==> config.mk <==
export PLATFORM = sky130hd
export DESIGN_NAME = mano_io_ctrl
export DESIGN_NICKNAME = d
export VERILOG_FILES = /design/src/rtl/mano_io_ctrl_pkg.sv /design/src/rtl/mano_io_ctrl_io_fifo.sv /design/src/rtl/mano_io_ctrl.sv
export SDC_FILE = /design/constraint.sdc
export NUM_CORES = 1
export LEC_CHECK = 0
export CAP_MARGIN = 5
export CORE_MARGIN = 1.5
export CORE_UTILIZATION = 40
export CTS_CLUSTER_DIAMETER = 40
export DETAILED_ROUTE_END_ITERATION = 7
export SLEW_MARGIN = 20
export SYNTH_ARGS = -nofsm -noshare
export SYNTH_HDL_FRONTEND = slang
export SYNTH_SLANG_ARGS = --single-unit
==> constraint.sdc <==
create_clock -name mclk -period 6.49 [get_ports mclk]
set_clock_uncertainty 0.05 [all_clocks]
set_input_delay 0.9735 -clock mclk [delete_from_list [all_inputs] [get_ports mclk]]
set_output_delay 0.9735 -clock mclk [all_outputs]
set_load 0.03 [all_outputs]
==> src/rtl/mano_io_ctrl_pkg.sv <==
// -----------------------------------------------------------------------------
// mano_io_ctrl_pkg
// Shared definitions for the Mano-style peripheral I/O controller:
//   - default I/O byte width and input FIFO depth
//   - state encodings for the input-delivery FSM and the output-handshake FSM
// No ports (package).
// -----------------------------------------------------------------------------
package mano_io_ctrl_pkg;

    localparam int IO_DATA_W     = 8;
    localparam int IO_FIFO_DEPTH = 4;

    // Input side: wait for a byte and FGI clear, pulse the INPR/FGI loads,
    // then wait for FGI to actually rise before considering the next byte.
    typedef enum logic [1:0] {
        IN_IDLE = 2'd0,
        IN_LOAD = 2'd1,
        IN_WAIT = 2'd2
    } in_state_t;

    // Output side: raise FGO once after reset, wait for the CPU to clear it
    // (OUT instruction), hand the byte to the device, then raise FGO again.
    typedef enum logic [1:0] {
        OUT_INIT  = 2'd0,
        OUT_FLAGW = 2'd1,
        OUT_READY = 2'd2,
        OUT_SEND  = 2'd3
    } out_state_t;

endpackage

==> src/rtl/mano_io_ctrl_io_fifo.sv <==
// -----------------------------------------------------------------------------
// io_fifo
// Small synchronous FIFO buffering bytes from the input device.
// Ports:
//   mclk   in   clock, rising edge
//   mrst   in   asynchronous active-high reset (pointers and count only)
//   push   in   write din at the tail (ignored when full)
//   pop    in   drop the head entry (ignored when empty)
//   din    in   DATA_W byte to write
//   dout   out  DATA_W head entry, combinational read of the storage array
//   count  out  occupancy, 0..DEPTH
//   full   out  count == DEPTH
//   empty  out  count == 0
// DEPTH must be a power of two so the pointers wrap by plain overflow.
// -----------------------------------------------------------------------------
module io_fifo
    import mano_io_ctrl_pkg::*;
#(
    parameter int DATA_W = IO_DATA_W,
    parameter int DEPTH  = IO_FIFO_DEPTH
) (
    input  logic                     mclk,
    input  logic                     mrst,
    input  logic                     push,
    input  logic                     pop,
    input  logic [DATA_W-1:0]        din,
    output logic [DATA_W-1:0]        dout,
    output logic [$clog2(DEPTH):0]   count,
    output logic                     full,
    output logic                     empty
);

    localparam int                 PTR_W    = $clog2(DEPTH);
    localparam logic [PTR_W-1:0]   PTR_ONE  = PTR_W'(1);
    localparam logic [PTR_W:0]     CNT_ONE  = (PTR_W + 1)'(1);
    localparam logic [PTR_W:0]     CNT_FULL = (PTR_W + 1)'(DEPTH);

    logic [DATA_W-1:0] r_mem [DEPTH];
    logic [PTR_W-1:0]  r_wptr;
    logic [PTR_W-1:0]  r_rptr;
    logic [PTR_W:0]    r_count;
    logic              w_push;
    logic              w_pop;

    assign full   = (r_count == CNT_FULL);
    assign empty  = (r_count == '0);
    assign count  = r_count;
    assign dout   = r_mem[r_rptr];

    assign w_push = push && !full;
    assign w_pop  = pop && !empty;

    // NOTE: the storage array has no reset; only pointers and count are
    // cleared, so stale entries are unreachable and the array maps to plain RAM.
    always_ff @(posedge mclk) begin
        if (w_push) begin
            r_mem[r_wptr] <= din;
        end
    end

    // NOTE: state updates use non-blocking assignments so every register in
    // this block samples the pre-edge values regardless of statement order.
    always_ff @(posedge mclk or posedge mrst) begin
        if (mrst) begin
            r_wptr  <= '0;
            r_rptr  <= '0;
            r_count <= '0;
        end else begin
            if (w_push) r_wptr <= r_wptr + PTR_ONE;
            if (w_pop)  r_rptr <= r_rptr + PTR_ONE;
            case ({w_push, w_pop})
                2'b10:   r_count <= r_count + CNT_ONE;
                2'b01:   r_count <= r_count - CNT_ONE;
                default: r_count <= r_count;
            endcase
        end
    end

endmodule

==> src/rtl/mano_io_ctrl.sv <==
// -----------------------------------------------------------------------------
// mano_io_ctrl
// Peripheral-side I/O controller beside the Mano datapath. Bytes from the
// input device are buffered and delivered into INPR with an FGI set pulse;
// bytes the CPU writes to OUTR are handed to the output device over a
// valid/ready handshake, after which FGO is set again.
// Ports:
//   mclk, mrst      clock / asynchronous active-high reset
//   dev_in_*        input device: data, valid in; ready out (FIFO not full)
//   dev_out_*       output device: data, valid out; ready in
//   fgi, fgo        current flag values from the datapath
//   outr            current OUTR contents from the datapath
//   inpr_data       byte for INPR
//   inpr_ld         one-cycle INPR load pulse
//   fgi_set         one-cycle FGI load pulse (datapath ties its data to 1)
//   fgo_set         one-cycle FGO load pulse (datapath ties its data to 1)
//   in_count        input FIFO occupancy
// -----------------------------------------------------------------------------
module mano_io_ctrl
    import mano_io_ctrl_pkg::*;
#(
    parameter int DATA_W     = IO_DATA_W,
    parameter int FIFO_DEPTH = IO_FIFO_DEPTH,
    parameter int CNT_W      = $clog2(FIFO_DEPTH) + 1
) (
    input  logic              mclk,
    input  logic              mrst,
    input  logic [DATA_W-1:0] dev_in_data,
    input  logic              dev_in_valid,
    output logic              dev_in_ready,
    output logic [DATA_W-1:0] dev_out_data,
    output logic              dev_out_valid,
    input  logic              dev_out_ready,
    input  logic              fgi,
    input  logic              fgo,
    input  logic [DATA_W-1:0] outr,
    output logic [DATA_W-1:0] inpr_data,
    output logic              inpr_ld,
    output logic              fgi_set,
    output logic              fgo_set,
    output logic [CNT_W-1:0]  in_count
);

    logic [DATA_W-1:0] w_head;
    logic              w_full;
    logic              w_empty;
    logic              w_push;
    logic              w_pop;

    // ---------------- input FIFO ----------------
    assign dev_in_ready = !w_full;
    assign w_push       = dev_in_valid && !w_full;

    io_fifo #(
        .DATA_W (DATA_W),
        .DEPTH  (FIFO_DEPTH)
    ) u_fifo (
        .mclk  (mclk),
        .mrst  (mrst),
        .push  (w_push),
        .pop   (w_pop),
        .din   (dev_in_data),
        .dout  (w_head),
        .count (in_count),
        .full  (w_full),
        .empty (w_empty)
    );

    // ---------------- input FSM ----------------
    in_state_t         r_in_state;
    in_state_t         w_in_next;
    logic [DATA_W-1:0] r_inpr_data;
    logic              r_inpr_ld;
    logic              r_fgi_set;
    logic [DATA_W-1:0] w_inpr_data_nxt;
    logic              w_inpr_ld_nxt;
    logic              w_fgi_set_nxt;

    // The only pop point: a byte is waiting and the CPU has consumed the last one.
    assign w_pop = (r_in_state == IN_IDLE) && !w_empty && !fgi;

    always_ff @(posedge mclk or posedge mrst) begin
        if (mrst) begin
            r_in_state  <= IN_IDLE;
            r_inpr_data <= '0;
            r_inpr_ld   <= 1'b0;
            r_fgi_set   <= 1'b0;
        end else begin
            r_in_state  <= w_in_next;
            r_inpr_data <= w_inpr_data_nxt;
            r_inpr_ld   <= w_inpr_ld_nxt;
            r_fgi_set   <= w_fgi_set_nxt;
        end
    end

    // NOTE: every combinational output gets a default first, so no path
    // leaves it unassigned and no latch is inferred.
    always_comb begin
        w_in_next = r_in_state;
        case (r_in_state)
            IN_IDLE: if (w_pop) w_in_next = IN_LOAD;
            IN_LOAD: w_in_next = IN_WAIT;
            // FGI only rises after the load cycle; waiting for it stops a
            // second delivery against a stale FGI=0.
            IN_WAIT: if (fgi) w_in_next = IN_IDLE;
            default: w_in_next = IN_IDLE;
        endcase
    end

    always_comb begin
        w_inpr_data_nxt = r_inpr_data;
        w_inpr_ld_nxt   = 1'b0;
        w_fgi_set_nxt   = 1'b0;
        if (w_pop) begin
            w_inpr_data_nxt = w_head;
            w_inpr_ld_nxt   = 1'b1;
            w_fgi_set_nxt   = 1'b1;
        end
    end

    assign inpr_data = r_inpr_data;
    assign inpr_ld   = r_inpr_ld;
    assign fgi_set   = r_fgi_set;

    // ---------------- output FSM ----------------
    out_state_t        r_out_state;
    out_state_t        w_out_next;
    logic [DATA_W-1:0] r_out_data;
    logic              r_out_valid;
    logic              r_fgo_set;
    logic [DATA_W-1:0] w_out_data_nxt;
    logic              w_out_valid_nxt;
    logic              w_fgo_set_nxt;
    logic              w_capture;
    logic              w_handshake;

    // fgo falling while ready means the CPU just loaded OUTR.
    assign w_capture   = (r_out_state == OUT_READY) && !fgo;
    assign w_handshake = (r_out_state == OUT_SEND) && dev_out_ready;

    always_ff @(posedge mclk or posedge mrst) begin
        if (mrst) begin
            r_out_state <= OUT_INIT;
            r_out_data  <= '0;
            r_out_valid <= 1'b0;
            r_fgo_set   <= 1'b0;
        end else begin
            r_out_state <= w_out_next;
            r_out_data  <= w_out_data_nxt;
            r_out_valid <= w_out_valid_nxt;
            r_fgo_set   <= w_fgo_set_nxt;
        end
    end

    always_comb begin
        w_out_next = r_out_state;
        case (r_out_state)
            OUT_INIT:  w_out_next = OUT_FLAGW;
            OUT_FLAGW: if (fgo) w_out_next = OUT_READY;
            OUT_READY: if (w_capture) w_out_next = OUT_SEND;
            OUT_SEND:  if (w_handshake) w_out_next = OUT_FLAGW;
            default:   w_out_next = OUT_INIT;
        endcase
    end

    always_comb begin
        w_out_data_nxt  = r_out_data;
        w_out_valid_nxt = r_out_valid;
        w_fgo_set_nxt   = (r_out_state == OUT_INIT) || w_handshake;
        if (w_capture) begin
            w_out_data_nxt  = outr;
            w_out_valid_nxt = 1'b1;
        end else if (w_handshake) begin
            w_out_valid_nxt = 1'b0;
        end
    end

    assign dev_out_data  = r_out_data;
    assign dev_out_valid = r_out_valid;
    assign fgo_set       = r_fgo_set;

endmodule

Word level (Yosys, flattened, before mapping)

Memory sizes are Yosys's and may differ from the RTL's. A register that Yosys moved wholly into a read port is not among the register bits.
Index checks and enable logic that the tools add are counted.

Output and inout port bits: 24
Memories: 1
Input bits: 22
Flip-flop bits (word level): 22
RAM bits: 32

Equal/unequal tests: 13
Reduce and logical (&&, ||, !) cells: 19
Muxes and demuxes: 13
$add $sub $neg: 4

Memories:

| memory       | words | bits a word | read ports | clocked after memory_dff | wr ports | RTL line                   | text |
|---|---|---|---|---|---|---|---|
| u_fifo.r_mem | 4     | 8           | 1          | 1                        | 1        | mano_io_ctrl_io_fifo.sv:38 | `logic [DATA_W-1:0] r_mem [DEPTH];` |

Operator list:

| kind                  | number |
|---|---|
| $mux W2               | 5 |
| $eq A2 B2 Y1 const B  | 4 |
| $ne A2 B2 Y1 const B  | 4 |
| $pmux W2 S4           | 1 |
| $logic_and A1 B1 Y1   | 7 |
| $eq A2 B1 Y1 const B  | 3 |
| $pmux W2 S3           | 1 |
| $pmux W3 S2           | 1 |
| $mux W1               | 5 |
| $add A2 B1 Y2 const B | 2 |
| $logic_not A1 Y1      | 4 |
| $logic_not A2 Y1      | 2 |
| $reduce_bool A2 Y1    | 2 |
| $add A3 B1 Y3 const B | 1 |
| $eq A3 B3 Y1 const B  | 1 |
| $logic_not A3 Y1      | 1 |
| $reduce_and A3 Y1     | 1 |
| $sub A3 B1 Y3 const B | 1 |
| $ne A2 B1 Y1 const B  | 1 |
| $reduce_and A2 Y1     | 1 |
| $logic_or A1 B1 Y1    | 1 |

Depth between registers and ports, before layout

Gate-level depths: netlist (run 1).

Depth after elaboration: 7
Depth in mapped cells: 9
Depth with buffers taken out: 9

Modules after synthesis

From an unflattened synthesis (run 1), not the netlist that was laid out.

Cells, all modules: 143
Area total of the unflattened synthesis: 2543.7 um^2

By module, submodules not included:

| module       | cells an instance | seq. area each (um^2) | area each (um^2) | instances |
|---|---|---|---|---|
| io_fifo      | 80                | 1136.1                | 1596.5           | 1 |
| mano_io_ctrl | 63                | 575.6                 | 947.2            | 1 |

Worst setup path after synthesis (run 1)

No wires, ideal clock.

Kind: flip-flop to flip-flop
Start: register u_fifo.r_count[2], in the netlist u_fifo.count[2]
End: register u_fifo.r_count[2], in the netlist u_fifo.count[2]
Library setup time: 0.080 ns
Data arrival time: 2.335 ns
Cell stages (with the launch flop): 10
Setup slack: 4.025 ns
Path through: dfrtp_1 > or3b_1 > and2_4 > inv_1 > ha_1 > inv_1 > fa_1 > xor2_1 > nor2_1 > xor2_1

Elaborated cells on any way between the ends: 15
Those cells by class: add/sub: 2; eq/ne: 3; mux: 1; reduce/logical: 9

RTL lines:

| element                                           | RTL line                   | text |
|---|---|---|
| from (decl)                                       | mano_io_ctrl_io_fifo.sv:41 | `logic [PTR_W:0] r_count;` |
| from (signal assigned)                            | mano_io_ctrl_io_fifo.sv:72 | `2'b10: r_count <= r_count + CNT_ONE;` |
| from (signal assigned)                            | mano_io_ctrl_io_fifo.sv:73 | `2'b01: r_count <= r_count - CNT_ONE;` |
| from (signal assigned)                            | mano_io_ctrl_io_fifo.sv:74 | `default: r_count <= r_count;` |
| $eq A3 B3 Y1 *                                    | mano_io_ctrl_io_fifo.sv:45 | `assign full = (r_count == CNT_FULL);` |
| $logic_not A1 Y1 *                                | --                         |  |
| named net dev_in_ready                            | mano_io_ctrl.sv:30         | `output logic dev_in_ready,` |
| $logic_and A1 B1 Y1                               | mano_io_ctrl.sv:52         | `assign w_push = dev_in_valid && !w_full;` |
| $logic_and A1 B1 Y1 *                             | mano_io_ctrl_io_fifo.sv:50 | `assign w_push = push && !full;` |
| $eq A2 B1 Y1 or $eq A2 B2 Y1 (tied branches)      | mano_io_ctrl_io_fifo.sv:71 | `case ({w_push, w_pop})` |
| $pmux W3 S2 or $reduce_bool A2 Y1 (tied branches) | --                         |  |

Mark *: on every way through the listed nets, which the timed path passes. The rest lies on a longest branch.
A chain may end at the register's enable or synchronous reset.

Worst setup path after layout (run 1)

Start: register u_fifo.r_count[1], in the netlist u_fifo.count[1]
End: output port dev_in_ready

Cells in the longest elaborated chain, start to end: 2

RTL lines:

| element          | RTL line                   | text |
|---|---|---|
| $eq A3 B3 Y1     | mano_io_ctrl_io_fifo.sv:45 |  |
| $logic_not A1 Y1 | mano_io_ctrl.sv:51         | `assign dev_in_ready = !w_full;` |
| to (decl)        | mano_io_ctrl.sv:30         |  |

No other way between the ends.

==> results of run 1 <==
## worst paths after layout
path	start	to	slack (ns)	cells past startpoint
min reg2reg	dev_out_valid	dev_out_valid	0.43	1
max in group asynchronous	mrst	r_in_state[0]	5.12	3
max	u_fifo.count[1]	dev_in_ready	3.61	2
min	dev_out_valid	dev_out_valid	0.43	1
min in group asynchronous	mrst	dev_out_data[2]	0.98	3
max reg2reg	u_fifo.count[1]	u_fifo.count[2]	4.13	9
## stage by stage
step | hold slack, ns | worst slack [ns] | area, µm²
finish | 0.426 | 3.61 | 3220
global route | 0.443 | 3.57 | 3220
CTS | 0.432 | 3.59 | 3220
detailed placement | 0.417 | 3.39 | 3040
global placement | 0.413 | 3.61 | 3040
floorplan | 0.469 | 4.02 | 2510
## synthesized netlist by cell type (2+ instances only)
cell type and count:
edfxtp_1 32, dfrtp_1 30, mux2_2 19, inv_1 10, ha_1 9, mux4_2 8
and3_1 4, xor2_1 4, mux2i_1 2, nand2_1 2, nor2_1 2, nor4_1 2
o21ai_0 2, xnor2_1 2
## cell type report
cell class,instances,area (µm²),area share (%)
Inverter,10,37.5,1.17
Tap cell,75,93.8,2.92
Timing Repair Buffer,46,458,14.2
Clock buffer,9,124,3.85
Clock inverter,7,55.1,1.71
Multi-Input combinational cell,65,738,22.9
Sequential cell,62,1710,53.2
## power by group through the flow
stage	Combinational [W]	Clock, W	Sequential (W)
global route	0.000695	0.000331	0.000676
finish	0.000643	0.000305	0.000654
detailed placement	0.000654	0	0.000665
CTS	0.000656	0.000316	0.000658
floorplan	0.000317	0	0.000761
global placement	0.000632	0	0.000656
## state kept, by name (all words and copies together) (netlist names), 2 cells and up
signal         flops
inpr_data          8
u_fifo.r_wptr      2
u_fifo.r_mem      32
r_out_state        2
dev_out_data       8
r_in_state         2
u_fifo.r_rptr      2
u_fifo.count       3
## cells by family (layout without fill, tap and decap cells)
kind of cell               Yosys count  count (layout)  synth area share (%)
DFF                                 62              62                  68.3
AOI/OAI and AO/OA                    3               3                 0.699
xor gates and xnor gates             6               6                  2.10
muxes                               29              29                  16.5
adders and majority gates           10              10                  5.29
buffers and inverters               14              72                  2.30
and+or+nand+nor                     17              17                  4.84
## layer usage
layer	vias to the layer above	share of wire (%)	track usage (%)
li1	622	-	-
met4	0	2.3	9.66
met3	10	4.3	3.63
met1	676	40	15.7
met5	-	0	0
met2	35	54	23.9
==> qor.yml, run 1 <==
finish:
  final_util_pct: 53.7
  syn2layout_area_growth_pct: 28.3
  drive_gt1_share_pct: 21.6
  final_common_cell: "clkdlybuf4s50_1"
  antennaDiodeCount: 0
  nets: 226
  instances_no_fill: 274
  fill_cells: 493
  layout_common_cells: "clkdlybuf4s50_1, edfxtp_1, dfrtp_1, mux2_2, inv_1"
clock_tree:
  cts_tree: "yes"
  path_clk_slew_ns: 0.07
  clock_latency_ns: 0.33
  htreeDepth: 3
  clockBufferDepth: 2
  ctsResizeCount: 0
  cts_buffers: 9
  ctsHoldBuffers: 0
  cts.sinks: 62
  post_cts_buffers: 0
  clockRootBuffer: "clkbuf_8"
die:
  start_util_pct: 41.9
  core_area_um2: 5990
  num_io_pins: 46
  dieArea_um2: 6750
  die_x_um: 82.2
  die_y_um: 82.2
  rows: 28
pwr:
  p_switching_w: 0.000555
  totalPowerFinal_w: 0.00160
  max-vdd-ir-drop_mv: 0.236
  power_leakage_nw: 1.27
  combPwrFrac_pct: 40.2
  p_clk_share_pct: 19.1
  p_int_w: 0.00105
  p_seq_share_pct: 40.8
  sw_frac_of_total_pct: 34.7
  powerDensity_nw_per_um2: 498
worst_setup_path:
  path_class: "register to primary output"
  endpoint_kind: "primary output"
  cp_num_buf_inv: 1
  crit_path_max_incr_delay_ns: 0.63
  cp.arrival_ns: 1.86
  path_max_fanout: 6
  required_ns: 5.47
  crit_slowest_cell: "clkdlybuf4s50_1"
  crit_chain: "or3b_1 > clkdlybuf4s50_1"
  critPathLaunchType: "register"
  critical-path-top-delay-family: "buffers and inverters"
sta:
  worst_pin_slew_ns: 0.790
  fin_setup_tns_ns: 0
  finalHoldViolCount: 0
  post-route-period-util_pct: 44.4
  maxSlewViolCount: 0
  rsz0062_at_grt: "no"
  max_slew_margin_pct: 47.3
  clock.fmax_mhz: 347
  finalSetupViolCount: 0
  finalCriticalPeriod_ns: 2.88
grt:
  grt_pass1_vias: 1368
  gr-total-overflow: 0
  grt_pass1_wl_um: 6580
  grtUsageTotal_pct: 14.2
  antenna_found_initial: 0
  grt_start_max_net_pins: 31
synthesis:
  synthDistinctLibCells: 27
  ys_warn_count: 0
  ys.flop_type: "edfxtp_1"
  yosys-top-cells-area: "edfxtp_1, dfrtp_1, mux2_2, mux4_2, ha_1"
  synth_cells: 141
  ys_ff_latch: 62
  synth_top_area_share_pct: 38.3
  async_flop_share_pct: 48.4
  ys_seq_area_share_pct: 68.3
  syn_area_per_cell_um2: 17.8
  syn-cell-area_um2: 2510
  syn-num-nets: 173
  synth_top_area_cell: "edfxtp_1"
  synth_edf_count: 32
place:
  hpwlAfterDp_um: 2950
  placed_cells: 258
  place_congestion: 0.692
  port_buffers: 45
drt:
  drtPass1Iterations: 4
  drcViolationCount: 0
  drtIter0Drc: 85
  wl_per_cell_um: 15.7
  final_antenna_net_count: 0
  vias: 1343
  routed_wl_um: 4300
  drt-vias-per-instance: 4.90
job:
  drv_cap: 0
min_path:
  hold_path.class: "register to register"
run_status:
  status: "finished clean"
(Power assumes the default switching activity.)
==> inputs of run 2 (changes only) <==
--- a/config.mk
+++ b/config.mk
@@ -10,6 +10,7 @@
 export CORE_UTILIZATION = 40
 export CTS_CLUSTER_DIAMETER = 40
 export DETAILED_ROUTE_END_ITERATION = 7
+export PLACE_DENSITY = 0.66
 export SLEW_MARGIN = 20
 export SYNTH_ARGS = -nofsm -noshare
 export SYNTH_HDL_FRONTEND = slang
==> constraint.sdc (replaced) <==
create_clock -name mclk -period 2.6 [get_ports mclk]
set_clock_uncertainty 0.05 [all_clocks]
set_input_delay 0.39 -clock mclk [delete_from_list [all_inputs] [get_ports mclk]]
set_output_delay 0.39 -clock mclk [all_outputs]
set_load 0.03 [all_outputs]
==> run 2 against run 1 <==
Against the previous run: critical path depth up 7; combinational power grew to 2.6 times the previous value; total power is 150% higher; sequential cell count stayed put; non-clock buffer count is 3 higher; clock-buffer cell count is 2 higher; largest power group unchanged; design area barely moved; final cell count up 1.1%; clock power grew 120%; global-route usage grew 1.3 points.
==> qor.yml, run 2 (same netlist as run 1, synthesis figures left out) <==
clock_tree:
  clock_latency_ns: 0.33
  cts_tree: "yes"
  post_cts_buffers: 0
  ctsHoldBuffers: 0
  clockRootBuffer: "clkbuf_8"
  ctsResizeCount: 0
  cts.sinks: 62
  htreeDepth: 3
  clockBufferDepth: 2
  path_clk_slew_ns: 0.07
  cts_buffers: 9
worst_setup_path:
  path_class: "register to register"
  crit_chain: "or3b_1 > and2_4 > inv_1 > ha_1 > inv_1 > fa_1 > xor2_1 > nor2_1 > xor2_1"
  crit_slowest_cell: "or3b_1"
  critPathLaunchType: "register"
  endpoint_kind: "register"
  r2r_end: "u_fifo.count[2]"
  r2r_cells: 9
  required_ns: 2.80
  cp.arrival_ns: 2.53
  r2r_setup_slack_ns: 0.26
  cp_num_buf_inv: 2
  r2r_start: "u_fifo.count[1]"
  path_max_fanout: 6
  crit_path_max_incr_delay_ns: 0.48
  critical-path-top-delay-family: "simple AND/OR/NAND/NOR gates"
finish:
  syn2layout_area_growth_pct: 28.4
  antennaDiodeCount: 0
  layout_common_cells: "clkdlybuf4s50_1, edfxtp_1, dfrtp_1, mux2_2, inv_1"
  nets: 229
  largest_register: "u_fifo.r_mem"
  instances_no_fill: 277
  fin_area_um2: 3220
  drive_gt1_share_pct: 23.3
  largest_reg_flops: 32
  final_common_cell: "clkdlybuf4s50_1"
  fill_cells: 490
sta:
  max_slew_margin_pct: 59.3
  finalSetupViolCount: 0
  fin_setup_tns_ns: 0
  worst_pin_slew_ns: 0.610
  finalCriticalPeriod_ns: 2.34
  maxSlewViolCount: 0
  setup_ws_ns: 0.263
  clock.fmax_mhz: 428
  finalHoldViolCount: 0
  rsz0062_at_grt: "no"
  post-route-period-util_pct: 89.9
pwr:
  totalPowerFinal_w: 0.00397
  max-vdd-ir-drop_mv: 0.613
  power_leakage_nw: 1.27
  powerDensity_nw_per_um2: 1230
place:
  placed_cell_area_um2: 3060
  port_buffers: 45
  place_congestion: 0.743
  pre_cts_ws_ns: 0.180
  hpwlAfterDp_um: 3080
  placed_cells: 261
drt:
  drt-vias-per-instance: 4.85
  wl_per_cell_um: 15.9
  drtPass1Iterations: 5
  routed_wl_um: 4420
  drtIter0Drc: 41
  final_antenna_net_count: 0
  vias: 1344
  drcViolationCount: 0
die:
  die_x_um: 82.2
  rows: 28
  start_util_pct: 41.9
  core_area_um2: 5990
  die_y_um: 82.2
  num_io_pins: 46
  dieArea_um2: 6750
grt:
  grt_pass1_vias: 1486
  grt_use_met3_pct: 4.07
  antenna_found_initial: 0
  met1_usage_pct: 17.1
  use_met2_pct: 26.6
  grtUsageTotal_pct: 15.4
  gr-total-overflow: 0
  gr-max-usage-layer: "met2"
  grt_pass1_wl_um: 7250
  grt_start_max_net_pins: 31
run_status:
  status: "finished clean"
job:
  drv_cap: 0
min_path:
  hold_path.class: "input pin to async pin"
[run 2: where the power goes]
part | switching [W] | internal [W]
Clock | 0.000342 | 0.000337
Combinational | 0.000820 | 0.000820
Sequential | 0.000258 | 0.00139
Total | 0.00142 | 0.00254
[run 2: how the worst max path moves through the flow]
stage / depth (start not counted) / from / to
2_1_floorplan: 9 / u_fifo.count[2] / u_fifo.count[2]
3_3_place_gp: 8 / fgi / u_fifo.count[2]
3_5_place_dp: 8 / fgi / u_fifo.count[2]
4_1_cts: 9 / u_fifo.count[1] / u_fifo.count[2]
5_1_grt: 9 / u_fifo.count[1] / u_fifo.count[2]
6_report: 9 / u_fifo.count[1] / u_fifo.count[2]
[run 2: final cells by class]
class	count	area (µm²)	share of cell area [%]
flip-flops and latches	62	1710	53.2
clock buffers	11	131	4.08
multi-input cells	65	738	22.9
inverters	10	37.5	1.17
repair buffers	49	480	14.9
well taps	75	93.8	2.91
clock inverters	5	26.3	0.816
[run 2: per-stage QoR]
stage | hold WS [ns] | utilization [%]
4_1_cts | 0.397 | 53.7
6_report | 0.389 | 53.7
5_1_grt | 0.426 | 53.7
3_3_place_gp | 0.415 | 51.1
3_5_place_dp | 0.427 | 51.1
2_1_floorplan | 0.411 | -
[run 2: worst reg2reg max path, stage by stage (launching register included)]
cell,delay [ns]
dfrtp_1,0.43
or3b_1,0.48
and2_4,0.21
inv_1,0.06
ha_1,0.18
inv_1,0.06
fa_1,0.37
xor2_1,0.15
nor2_1,0.11
xor2_1,0.16
[run 2: metal layers]
| layer | part of all wire (%) | routed length, µm | vias up |
|---|---|---|---|
| li1 | - | - | 625 |
| met1 | 40 | 1780 | 685 |
| met2 | 55 | 2420 | 27 |
| met3 | 3.4 | 152 | 7 |
| met4 | 1.6 | 69 | 0 |
| met5 | 0 | 0 | - |
==> inputs of run 3 (changes only) <==
--- a/config.mk
+++ b/config.mk
@@ -10,7 +10,7 @@
 export CORE_UTILIZATION = 40
 export CTS_CLUSTER_DIAMETER = 40
 export DETAILED_ROUTE_END_ITERATION = 7
-export PLACE_DENSITY = 0.66
+export DONT_BUFFER_PORTS = 1
 export SLEW_MARGIN = 20
 export SYNTH_ARGS = -nofsm -noshare
 export SYNTH_HDL_FRONTEND = slang
==> run 3 against run 2 <==
Against the previous run: sequential power is 18% higher; sequential share of layout area grew 7.4 points; highest routed layer unchanged; core utilization down 6.6 points; hold slack got worse by 0.32 ns; clock-buffer cell count is 2 lower; routed wire length is 6.3% lower; total power down 5.7%; register-to-register slack about the same; critical endpoint unchanged; clock power up 21%; sequential cell count unchanged; global-route usage is 1.4 points lower.
==> qor.yml, run 3 (same netlist as run 1, synthesis figures left out) <==
sta:
  post-route-period-util_pct: 90.1
  finalHoldViolCount: 0
  rsz0062_at_grt: "no"
  finalSetupViolCount: 0
  finalCriticalPeriod_ns: 2.34
  fin_setup_tns_ns: 0
  worst_pin_slew_ns: 0.794
  clock.fmax_mhz: 427
  max_slew_margin_pct: 46.7
  maxSlewViolCount: 0
finish:
  largest_reg_flops: 32
  instances_no_fill: 234
  nets: 186
  layout_common_cells: "edfxtp_1, dfrtp_1, mux2_2, inv_1"
  multi_input_area_um2: 738
  regArea_um2: 1710
  final_util_pct: 47.2
  final_common_cell: "edfxtp_1"
  syn2layout_area_growth_pct: 12.7
  fill_cells: 506
  largest_register: "u_fifo.r_mem"
  antennaDiodeCount: 0
  drive_gt1_share_pct: 32.1
min_path:
  hold_path.class: "input pin to register"
die:
  core_area_um2: 5990
  num_io_pins: 46
  die_y_um: 82.2
  dieArea_um2: 6750
  die_x_um: 82.2
  rows: 28
  start_util_pct: 41.9
clock_tree:
  ctsHoldBuffers: 1
  clock_latency_ns: 0.33
  cts_tree: "yes"
  htreeDepth: 3
  path_clk_slew_ns: 0.07
  clockRootBuffer: "clkbuf_8"
  ctsResizeCount: 0
  cts_buffers: 9
  cts.sinks: 62
  post_cts_buffers: 0
  clockBufferDepth: 2
worst_setup_path:
  required_ns: 2.77
  critPathLaunchType: "register"
  endpoint_kind: "register"
  path_class: "register to register"
  path_max_fanout: 4
  cp.arrival_ns: 2.51
drt:
  drtIter0Drc: 125
  drt-vias-per-instance: 5.04
  drtPass1Iterations: 4
  routed_wl_um: 4140
  wl_per_cell_um: 17.7
  drcViolationCount: 0
  vias: 1180
  final_antenna_net_count: 0
pwr:
  power_leakage_nw: 1.11
  powerDensity_nw_per_um2: 1320
  max-vdd-ir-drop_mv: 0.741
grt:
  grt_start_max_net_pins: 31
  grt_pass1_wl_um: 6470
  gr-total-overflow: 0
  grtUsageTotal_pct: 14.1
  antenna_found_initial: 0
  grt_pass1_vias: 1266
place:
  port_buffers: 0
  hpwlAfterDp_um: 2840
  placed_cells: 217
  place_congestion: 0.730
job:
  drv_cap: 0
run_status:
  status: "finished clean"
## run 3: critical path: stages (launching register included)
cell and delay [ns]:
dfrtp_1 0.39, buf_4 0.18, nor3_1 0.55, nor4_1 0.13
ha_1 0.25, inv_1 0.08, fa_1 0.19, xor2_1 0.19
nor2_1 0.08, xor2_1 0.14
## run 3: metal layers
layer  wire length [µm]  GRT usage (%)  vias to the layer above  part of all wire, %
met2               2100           22.3                       30                   51
met1               1680           15.7                      599                   41
met4                106           9.15                        0                  2.6
li1                   -              -                      541                    -
met3                256           5.82                       10                  6.2
met5                  0              0                        -                    0
## run 3: area by class of cell
| type | count | area share, % |
|---|---|---|
| clock buffer | 9 | 4.38 |
| clock inverter | 7 | 2.61 |
| inverter | 10 | 1.33 |
| multi-input combinational | 65 | 26.1 |
| sequential | 62 | 60.6 |
| tap | 75 | 3.32 |
| timing repair buffer | 6 | 1.68 |
## run 3: path summary, 6_finish.rpt
| kind | start | end | slack, ns | cells after the start |
|---|---|---|---|---|
| min | fgi | r_in_state[0] | 0.07 | 1 |
| max in group asynchronous | mrst | inpr_data[4] | 1.68 | 3 |
| max reg2reg | u_fifo.count[1] | u_fifo.count[2] | 0.26 | 9 |
| min reg2reg | r_in_state[1] | r_in_state[0] | 0.51 | 1 |
| min in group asynchronous | mrst | fgi_set | 0.53 | 3 |
| max | u_fifo.count[1] | u_fifo.count[2] | 0.26 | 9 |
## run 3: where the power goes
part,internal [W],switching [W]
registers,0.00138,0.000567
logic,0.000513,0.000450
clock network,0.000443,0.000383
## run 3: through the flow
stage / hold slack (ns) / worst slack [ns] / cell area, µm² / power [W]
2_1_floorplan: 0.411 / 0.135 / 2510 / 0.00269
4_1_cts: 0.0560 / 0.240 / 2830 / 0.00379
5_1_grt: 0.0475 / 0.0984 / 2830 / 0.00397
6_report: 0.0695 / 0.257 / 2830 / 0.00374
3_3_place_gp: 0.333 / 0.488 / 2620 / 0.00287
3_5_place_dp: 0.343 / 0.292 / 2620 / 0.00297
